[config.mk]
export PLATFORM = sky130hd
export DESIGN_NAME = pipe_hazard_ctrl
export DESIGN_NICKNAME = d
export VERILOG_FILES = /design/src/rtl/pipe_hazard_ctrl_pkg.sv /design/src/rtl/pipe_lu_detect.sv /design/src/rtl/pipe_hazard_ctrl.sv
export SDC_FILE = /design/constraint.sdc
export NUM_CORES = 1
export LEC_CHECK = 0
export BUFFER_PORTS_ARGS = -buffer_cell sky130_fd_sc_hd__buf_2
export CORE_MARGIN = 8
export CORE_UTILIZATION = 30
export CTS_CLUSTER_DIAMETER = 150
export CTS_CLUSTER_SIZE = 40
export DETAILED_ROUTE_END_ITERATION = 6
export SETUP_SLACK_MARGIN = 0.1
export SYNTH_ARGS = -nofsm -noshare
export SYNTH_HDL_FRONTEND = slang
export SYNTH_SLANG_ARGS = --single-unit
[constraint.sdc]
create_clock -name clk -period 1.8 [get_ports clk]
set_input_delay 0.36 -clock clk [delete_from_list [all_inputs] [get_ports clk]]
set_output_delay 0.36 -clock clk [all_outputs]
set_load 0.02 [all_outputs]
[src/rtl/pipe_hazard_ctrl_pkg.sv]
// Shared types and constants for the pipeline hazard controller: FSM state
// encodings, per-hazard counter width and the packed bundle of stall/flush
// controls driven towards PC, IF/ID, ID/EX and EX/MEM.
package pipe_hazard_ctrl_pkg;

    localparam int REG_W     = 5;  // architectural register index width
    localparam int ST_W      = 2;  // FSM state width
    localparam int SEQ_CNT_W = 3;  // bubble / redirect window counters

    localparam logic [ST_W-1:0] ST_RUN      = 2'd0;
    localparam logic [ST_W-1:0] ST_LU_STALL = 2'd1;
    localparam logic [ST_W-1:0] ST_MDU_WAIT = 2'd2;
    localparam logic [ST_W-1:0] ST_REDIRECT = 2'd3;

    // Field order is MSB first, so a 6-bit literal reads left to right.
    typedef struct packed {
        logic pc_stall;
        logic if_id_stall;
        logic if_id_flush;
        logic id_ex_stall;
        logic id_ex_flush;
        logic ex_mem_flush;
    } ctrl_t;

    localparam ctrl_t CTRL_NONE     = ctrl_t'(6'b000000);
    localparam ctrl_t CTRL_LU       = ctrl_t'(6'b110010);  // hold PC/IF-ID, bubble ID/EX
    localparam ctrl_t CTRL_MDU      = ctrl_t'(6'b110101);  // freeze front end, bubble EX/MEM
    localparam ctrl_t CTRL_REDIRECT = ctrl_t'(6'b001010);  // squash the two younger stages
    localparam ctrl_t CTRL_RED_TAIL = ctrl_t'(6'b001000);  // squash late imem returns only
    localparam ctrl_t CTRL_RESET    = ctrl_t'(6'b001011);  // all bubbles, nothing held

endpackage

[src/rtl/pipe_lu_detect.sv]
// Load-use hazard compare: the instruction in ID reads a register that the
// load currently in EX has not yet produced. x0 never carries a hazard.
module pipe_lu_detect
    import pipe_hazard_ctrl_pkg::*;
(
    input  logic [REG_W-1:0] id_rs1_i,
    input  logic [REG_W-1:0] id_rs2_i,
    input  logic             id_rs1_used_i,
    input  logic             id_rs2_used_i,
    input  logic             ex_mem_read_i,
    input  logic [REG_W-1:0] ex_rd_i,
    output logic             lu_hit_o
);

    logic rs1_match;
    logic rs2_match;

    assign rs1_match = id_rs1_used_i && (id_rs1_i == ex_rd_i);
    assign rs2_match = id_rs2_used_i && (id_rs2_i == ex_rd_i);
    assign lu_hit_o  = ex_mem_read_i && (ex_rd_i != '0) && (rs1_match || rs2_match);

endmodule

[src/rtl/pipe_hazard_ctrl.sv]
// Central stall/flush scheduler for the 5-stage core. Controls are
// combinational from the registered FSM state plus the current hazard
// inputs, so a hazard takes effect in the cycle it is seen. Also keeps a
// saturating count of cycles in which the PC was held.
module pipe_hazard_ctrl
    import pipe_hazard_ctrl_pkg::*;
#(
    parameter int unsigned LU_BUBBLES     = 1,   // 1..7
    parameter int unsigned REDIRECT_EXTRA = 0,   // 0..7
    parameter int unsigned CNT_W          = 32
) (
    input  logic             clk,
    input  logic             rst_n,
    input  logic [4:0]       id_rs1,
    input  logic [4:0]       id_rs2,
    input  logic             id_rs1_used,
    input  logic             id_rs2_used,
    input  logic             ex_mem_read,
    input  logic [4:0]       ex_rd,
    input  logic             ex_redirect,
    input  logic             mdu_start,
    input  logic             mdu_done,
    output logic             pc_stall,
    output logic             if_id_stall,
    output logic             if_id_flush,
    output logic             id_ex_stall,
    output logic             id_ex_flush,
    output logic             ex_mem_flush,
    output logic [CNT_W-1:0] stall_cycles
);

    // The first load-use bubble is issued from RUN, so the window counter
    // only covers the remaining ones.
    localparam logic [SEQ_CNT_W-1:0] LU_RELOAD  = SEQ_CNT_W'(LU_BUBBLES - 1);
    localparam logic [SEQ_CNT_W-1:0] RED_RELOAD = SEQ_CNT_W'(REDIRECT_EXTRA);
    localparam logic [CNT_W-1:0]     CNT_MAX    = '1;
    localparam logic [CNT_W-1:0]     CNT_ONE    = CNT_W'(1);

    logic [ST_W-1:0]      state_q, state_d;
    logic [SEQ_CNT_W-1:0] bub_q, bub_d;
    logic [SEQ_CNT_W-1:0] red_q, red_d;
    logic [CNT_W-1:0]     cnt_q, cnt_d;
    ctrl_t                ctrl;
    logic                 lu_hit;

    pipe_lu_detect u_lu_detect (
        .id_rs1_i      (id_rs1),
        .id_rs2_i      (id_rs2),
        .id_rs1_used_i (id_rs1_used),
        .id_rs2_used_i (id_rs2_used),
        .ex_mem_read_i (ex_mem_read),
        .ex_rd_i       (ex_rd),
        .lu_hit_o      (lu_hit)
    );

    // Next-state and control decode; RUN arbitrates redirect > MDU > load-use.
    always_comb begin
        // NOTE: every variable gets a default before any branch, otherwise a
        // path that skips an assignment infers a latch.
        ctrl    = CTRL_NONE;
        state_d = state_q;
        bub_d   = bub_q;
        red_d   = red_q;

        if (!rst_n) begin
            // Reset acts on the controls immediately, not at the next edge.
            ctrl = CTRL_RESET;
        end else begin
            case (state_q)
                ST_RUN: begin
                    if (ex_redirect) begin
                        ctrl = CTRL_REDIRECT;
                        if (REDIRECT_EXTRA > 0) begin
                            state_d = ST_REDIRECT;
                            red_d   = RED_RELOAD;
                        end
                    end else if (mdu_start) begin
                        // A single-cycle op completes in place without stalling.
                        if (!mdu_done) begin
                            ctrl    = CTRL_MDU;
                            state_d = ST_MDU_WAIT;
                        end
                    end else if (lu_hit) begin
                        ctrl = CTRL_LU;
                        if (LU_BUBBLES > 1) begin
                            state_d = ST_LU_STALL;
                            bub_d   = LU_RELOAD;
                        end
                    end
                end

                ST_LU_STALL: begin
                    // The load has already moved on; the compare is stale here.
                    ctrl  = CTRL_LU;
                    bub_d = bub_q - 3'd1;
                    if (bub_q == 3'd1) begin
                        state_d = ST_RUN;
                    end
                end

                ST_MDU_WAIT: begin
                    // EX owns the MDU op; the done cycle still holds the front end.
                    ctrl = CTRL_MDU;
                    if (mdu_done) begin
                        state_d = ST_RUN;
                    end
                end

                ST_REDIRECT: begin
                    // ID holds a squashed bubble, so load-use cannot fire here.
                    if (ex_redirect) begin
                        ctrl  = CTRL_REDIRECT;
                        red_d = RED_RELOAD;
                    end else begin
                        ctrl  = CTRL_RED_TAIL;
                        red_d = red_q - 3'd1;
                        if (red_q == 3'd1) begin
                            state_d = ST_RUN;
                        end
                    end
                end

                default: state_d = ST_RUN;
            endcase
        end
    end

    // Saturating stall-cycle count, advanced on every cycle the PC is held.
    always_comb begin
        cnt_d = cnt_q;
        if (ctrl.pc_stall && (cnt_q != CNT_MAX)) begin
            cnt_d = cnt_q + CNT_ONE;
        end
    end

    // State, window counters and perf counter registers.
    always_ff @(posedge clk or negedge rst_n) begin
        // NOTE: sequential state uses non-blocking assignments so every
        // register samples the pre-edge values regardless of statement order.
        if (!rst_n) begin
            state_q <= ST_RUN;
            bub_q   <= '0;
            red_q   <= '0;
            cnt_q   <= '0;
        end else begin
            state_q <= state_d;
            bub_q   <= bub_d;
            red_q   <= red_d;
            cnt_q   <= cnt_d;
        end
    end

    assign pc_stall     = ctrl.pc_stall;
    assign if_id_stall  = ctrl.if_id_stall;
    assign if_id_flush  = ctrl.if_id_flush;
    assign id_ex_stall  = ctrl.id_ex_stall;
    assign id_ex_flush  = ctrl.id_ex_flush;
    assign ex_mem_flush = ctrl.ex_mem_flush;
    assign stall_cycles = cnt_q;

    // EX cannot resolve a branch while it is occupied by a MUL/DIV.
    a_no_redirect_in_mdu : assert property (@(posedge clk) disable iff (!rst_n)
        !((state_q == ST_MDU_WAIT) && ex_redirect));

    // A pipeline register is never asked to hold and squash at once.
    a_if_id_excl : assert property (@(posedge clk) disable iff (!rst_n)
        !(if_id_stall && if_id_flush));
    a_id_ex_excl : assert property (@(posedge clk) disable iff (!rst_n)
        !(id_ex_stall && id_ex_flush));

endmodule

## After elaboration in Yosys (flattened, before gate mapping)

Cells that the tools add are included.

| cells by class | value |
|---|---|
| add/sub/neg operators | 3 |
| reduce and logical (&&, ||, !) cells | 11 |
| eq/ne operators | 15 |
| muxes and demuxes | 16 |

Operator list:

| cell | number |
|---|---|
| 32-bit by 1-bit adder with 32-bit output, second input constant | 1 |
| 32-bit != test, second input constant | 1 |
| 6-bit 2-to-1 mux | 5 |
| 6-bit one-hot mux with 4 select lines | 1 |
| 2-bit 2-to-1 mux | 8 |
| 2-bit != test, second input constant | 7 |
| 5-bit equality test | 2 |
| 2-bit one-hot mux with 4 select lines | 1 |
| 8-bit AND reduction | 1 |
| 3-bit by 1-bit equality test with 1-bit output, second input constant | 2 |
| 3-bit by 1-bit subtractor with 3-bit output, second input constant | 2 |
| 1-bit logical AND | 5 |
| 5-bit nonzero test | 1 |
| 2-bit equality test, second input constant | 2 |
| 2-bit AND reduction | 2 |
| 3-bit 2-to-1 mux | 1 |
| 2-bit by 1-bit equality test with 1-bit output, second input constant | 1 |
| 2-bit zero test | 1 |
| 1-bit logical OR | 1 |

| storage, ports and cells | value |
|---|---|
| input port bits | 23 |
| register bits after elaboration | 40 |
| word-level logic and storage cells | 49 |
| output and inout bits | 38 |

## Logic depth before layout (Yosys ltp)

| logic depth | value |
|---|---|
| word-level depth | 10 |
| gate-level depth with buffers | 9 |
| mapped depth without buffers | 7 |

## Modules after synthesis

Synthesis repeated with hierarchy kept, for this count alone.

| unflattened totals | value |
|---|---|
| cells, all modules | 181 |
| area, all modules | 1,856.8 sq um |

Modules (own cells, without submodules):

| module | cells an instance | instances | sequential area each (sq um) | area each (sq um) |
|---|---|---|---|---|
| pipe_hazard_ctrl | 164 | 1 | 825.8 | 1,722.9 |
| pipe_lu_detect | 17 | 1 | 0.0 | 133.9 |

## Worst setup path after synthesis

OpenSTA, ideal clock, no wires.

| timing path | value |
|---|---|
| kind | register -> register |
| from | register cnt_q[0], in the netlist stall_cycles[0] |
| to | register cnt_q[28], in the netlist stall_cycles[28] |
| setup time | 125 ps |
| slack | -336 ps |
| path buffers | 1 |
| clock period less this slack | 2,136 ps |
| arrival time | 2,011 ps |
| required time | 1,675 ps |
| stages on the path, launching flop included | 9 |
| cells stage by stage | dfrtp_1 > ha_1 > nand2_1 > nor3_1 > and2_4 > buf_6 > nand4_1 > a21oi_1 > mux2_2 |

| on the way | value |
|---|---|
| longest elaborated chain between the ends | 2 |
| elaborated cells on any way between the ends | 3 |
| classes of those cells | add/sub: 1; eq/ne: 1; reduce/logical: 1 |

Ends and longest elaborated chain:

| item | line | RTL |
|---|---|---|
| start, declared | pipe_hazard_ctrl.sv:42 | `logic [CNT_W-1:0] cnt_q, cnt_d;` |
| start signal, assigned | pipe_hazard_ctrl.sv:149 | `cnt_q <= cnt_d;` |
| branches (longest 2 deep; another with 32-bit by 1-bit adder with 32-bit output) | n/a |  |

Parallel ways; which one is timed is not known.
A chain may end at the register's enable or synchronous reset.

## Worst setup path after layout

| timing path | value |
|---|---|
| from | input ex_rd[4] |
| to | output if_id_stall |

| on the way | value |
|---|---|
| longest elaborated chain between the ends | 9 |
| elaborated cells on any way between the ends | 13 |
| classes of those cells | eq/ne: 2; mux: 5; reduce/logical: 6 |

Ends and longest elaborated chain:

| item | line | RTL |
|---|---|---|
| start, declared | pipe_hazard_ctrl.sv:19 | `input logic [4:0] ex_rd,` |
| 5-bit equality test (on tied branches) | pipe_lu_detect.sv:18, pipe_lu_detect.sv:19 |  |
| 1-bit logical AND (on tied branches) | pipe_lu_detect.sv:18, pipe_lu_detect.sv:19 |  |
| 1-bit logical OR | pipe_lu_detect.sv:20 | `assign lu_hit_o = ex_mem_read_i && (ex_rd_i != '0) && (rs1_match \|\| rs2_match);` |
| 1-bit logical AND (*) | pipe_lu_detect.sv:20 |  |
| 6-bit 2-to-1 mux (*) | pipe_hazard_ctrl.sv:83 | `end else if (lu_hit) begin` |
| 6-bit 2-to-1 mux (*) | pipe_hazard_ctrl.sv:77 | `end else if (mdu_start) begin` |
| 6-bit 2-to-1 mux (*) | pipe_hazard_ctrl.sv:71 | `if (ex_redirect) begin` |
| 6-bit one-hot mux with 4 select lines (*) | pipe_hazard_ctrl.sv:69 | `case (state_q)` |
| 6-bit 2-to-1 mux (*) | pipe_hazard_ctrl.sv:65 | `if (!rst_n) begin` |
| end, declared | pipe_hazard_ctrl.sv:24 | `output logic if_id_stall,` |

Mark *: on every way between the ends. The rest lies on a longest branch, timed or not.

==> summary.txt <==
Outcome
  – Status: finished with violations
  – Failing checks: negative setup slack

Critical path
  – CP peak stage delay: 540 ps
  – CP Capture Type: output pin
  – CP max-delay cell: or4_4
  – Most frequent CP cell: buf_6
  – WP data required: 1440 ps
  – Startpoint types: input port
  – CP max FO: 3
  – Cell depth of the worst setup path: 8
  – WS Path Type: input port to output pin
  – Crit path buf inv count: 4
  – CP Cell Sequence: buf_6 > or4_4 > o21ai_4 > a21oi_2 > o21ai_2 > buf_4 > inv_2 > buf_6
  – Crit-path leading delay family: simple AND/OR/NAND/NOR gates
  – Arrival time worst endpoint: 1620 ps
  – Reg2Reg Depth: 7

Floorplanning
  – Die width: 94.33 um
  – Initial Util: 31.09%
  – Die area: 8897 sq um
  – Die Height: 94.33 um
  – Core Region: 5921 sq um
  – Row count: 28
  – # IOs: 61

Layout
  – Area delta synth->final: 75.80%
  – Fraction of layout cells with a size suffix above 1: 63.79%
  – Antenna diodes: 0
  – Final layout net count: 324
  – Post-route cell area: 3236 sq um
  – Fin cells: 376

Global route
  – Initial antenna violation count: 0
  – Global-route wire length before repair: 8852 um
  – All-Layer GR Usage: 12.49%
  – GR Overflow Total: 0
  – Number of global-route vias before repair: 1787
  – Largest net degree at the start of global routing: 36

Timing
  – Slew headroom: 71.10%
  – Hold WS: 162.4 ps
  – Clk_skew: 7.069 ps
  – Final setup TNS: -2312 ps
  – Setup WS post-layout: -175.1 ps
  – Crit path time final: 1975 ps
  – Final Cycle Share: 109.7%
  – RSZ-0062 raised after global routing: true
  – Fmax: 506.3 MHz
  – Slew Limit Fails: 0
  – Final Hold Viols: 0
  – Worst-margin pin slew: 433.6 ps
  – # setup viols final: 32

Placed design
  – Final GP Congestion: 0.7600
  – Post-DP Area: 2601 sq um
  – Cells after DPL: 354
  – Port buffer count: 60
  – Dpl hpwl: 3976 um

Clocking
  – Worst-Skew Late Latency: 280 ps
  – Clock slew at reported path FFs: 70 ps
  – TritonCTS buffer count: 5
  – Max Root-Sink Buffers: 2
  – CTS Root Cell: clkbuf_8
  – Clock H-tree levels: 2
  – CTS tree: done
  – # hold bufs at CTS: 0
  – CTS Sinks: 33

Power
  – Pleak: 1.657 nW
  – Maximum vdd drop: 352.6 uV
  – PwrDens: 681.8 nW/um^2

Yosys
  – Post-synth top flop: dfrtp_1
  – Number of synthesized flops with an enable pin: 0
  – Post-synth ARST share: 100.0%
  – Sequential area share after synthesis: 44.87%
  – FF+latch count, synth: 33
  – Mapped Area: 1841 sq um
  – Top post-synthesis cells by area: dfrtp_1, xnor2_1, nand4_1
  – Post-synth top area share: 44.87%
  – Syn Nets: 202
  – Yosys warns: 0
  – Unique cell type count in the Yosys netlist: 33
  – Synthesized area per cell: 10.34 sq um
  – Commonest cells in the netlist: dfrtp_1, xnor2_1, nand2_1
  – Most common cell in the netlist: dfrtp_1
  – Leading area contributor after synthesis: dfrtp_1
  – Synthesized netlist cell count: 178

Drt
  – Drt total wl: 5841 um
  – WL/cell: 15.53 um
  – Drc violations: 0
  – Antenna Nets Post-Route: 0
  – DR pass1 iterations: 4
  – Vias per Instance: 4.726
  – Iteration-0 DRC Markers: 32
  – Routed via count: 1777

Min path
  – Hold Crit Class: input port to async pin

Flow run
  – Max-Cap Viols: 0
## report_power, final
group          internal, mW  total (mW)  switching (mW)
Combinational         0.310       0.633           0.323
Sequential            0.797       0.847          0.0501
Clock                 0.451       0.726           0.274
Total                  1.56        2.21           0.648
## registers in the layout, summed over array words and instances, names as in the netlist
name	cells
state_q	1
stall_cycles	32
## logic make-up (layout without fill, tap and decap cells)
family	Yosys count	after routing	synth area share (%)
compound gates	13	13	5.439
xor+xnor	40	40	19.03
fa+ha+maj	1	1	0.6797
buf+inv	12	135	3.671
flops	33	33	44.87
mux	1	1	0.6118
simple gates	78	78	25.70
## through the flow
step,total power [mW],utilization (%),setup slack (ps)
after global placement,1.324,43.93,-232.6
after detailed placement,1.333,43.93,-270.5
after floorplan,1.083,-,-260.3
after global routing,2.293,54.65,-213.4
after CTS,2.092,48.73,-148.1
final,2.206,54.65,-175.1
## what timing repair did
action                     4_1_cts  5_1_grt
setup buffers                    7        8
resized for setup               28       50
pin swaps                       23       28
setup endpoints to repair       35       36
## cells in the final DEF, fill, tap and decap left out, types with 2 or more instances in the layout
master    netlist  final
dfrtp_2         0      7
nor3_4          1      8
inv_1           8      7
nor2_1          7      3
nand2_1        19     12
nand4_1        13     13
buf_6           2     16
buf_2           0     49
nor2_4          0      3
nand3_2         0      4
xnor2_2         0      9
dfrtp_1        33     26
buf_4           2     50
nand3_1        14      9
a21oi_2         0      3
nor2_2          1      2
xor2_1          8      8
o21ai_2         1      2
clkbuf_8        0      6
nor4_4          0      4
nand2_2         0      6
xnor2_1        32     22
buf_12          0      4
and3_4          3      3
## routing by layer
layer | wire length [um] | vias up | track usage, % | part of all wire (%)
li1 | - | 863 | - | -
met1 | 2339 | 869 | 14.81 | 40
met2 | 3197 | 34 | 21.78 | 55
met3 | 200 | 11 | 2.638 | 3.4
met4 | 104 | 0 | 4.095 | 1.8
met5 | 0 | - | 0 | 0
## cell type report
cell class / count / area [sq um]
Sequential cell: 33 / 834.6
Fill cell: 498 / 2685
Tap cell: 75 / 93.84
Timing Repair Buffer: 119 / 880.8
Clock buffer: 7 / 86.33
Clock inverter: 1 / 30.03
Multi-Input combinational cell: 133 / 1280
Inverter: 8 / 30.03
## worst paths after layout
kind	slack, ps	to	startpoint
setup / recovery	-180	if_id_stall	ex_rd[4]
hold / removal	160	stall_cycles[25]	rst_n
setup reg to reg	-150	stall_cycles[6]	stall_cycles[8]
hold reg to reg	490	stall_cycles[31]	stall_cycles[31]
max in group asynchronous	1310	stall_cycles[15]	rst_n
min in group clk	260	state_q[1]	mdu_done
Note: power is estimated with default switching activity, not from simulation.
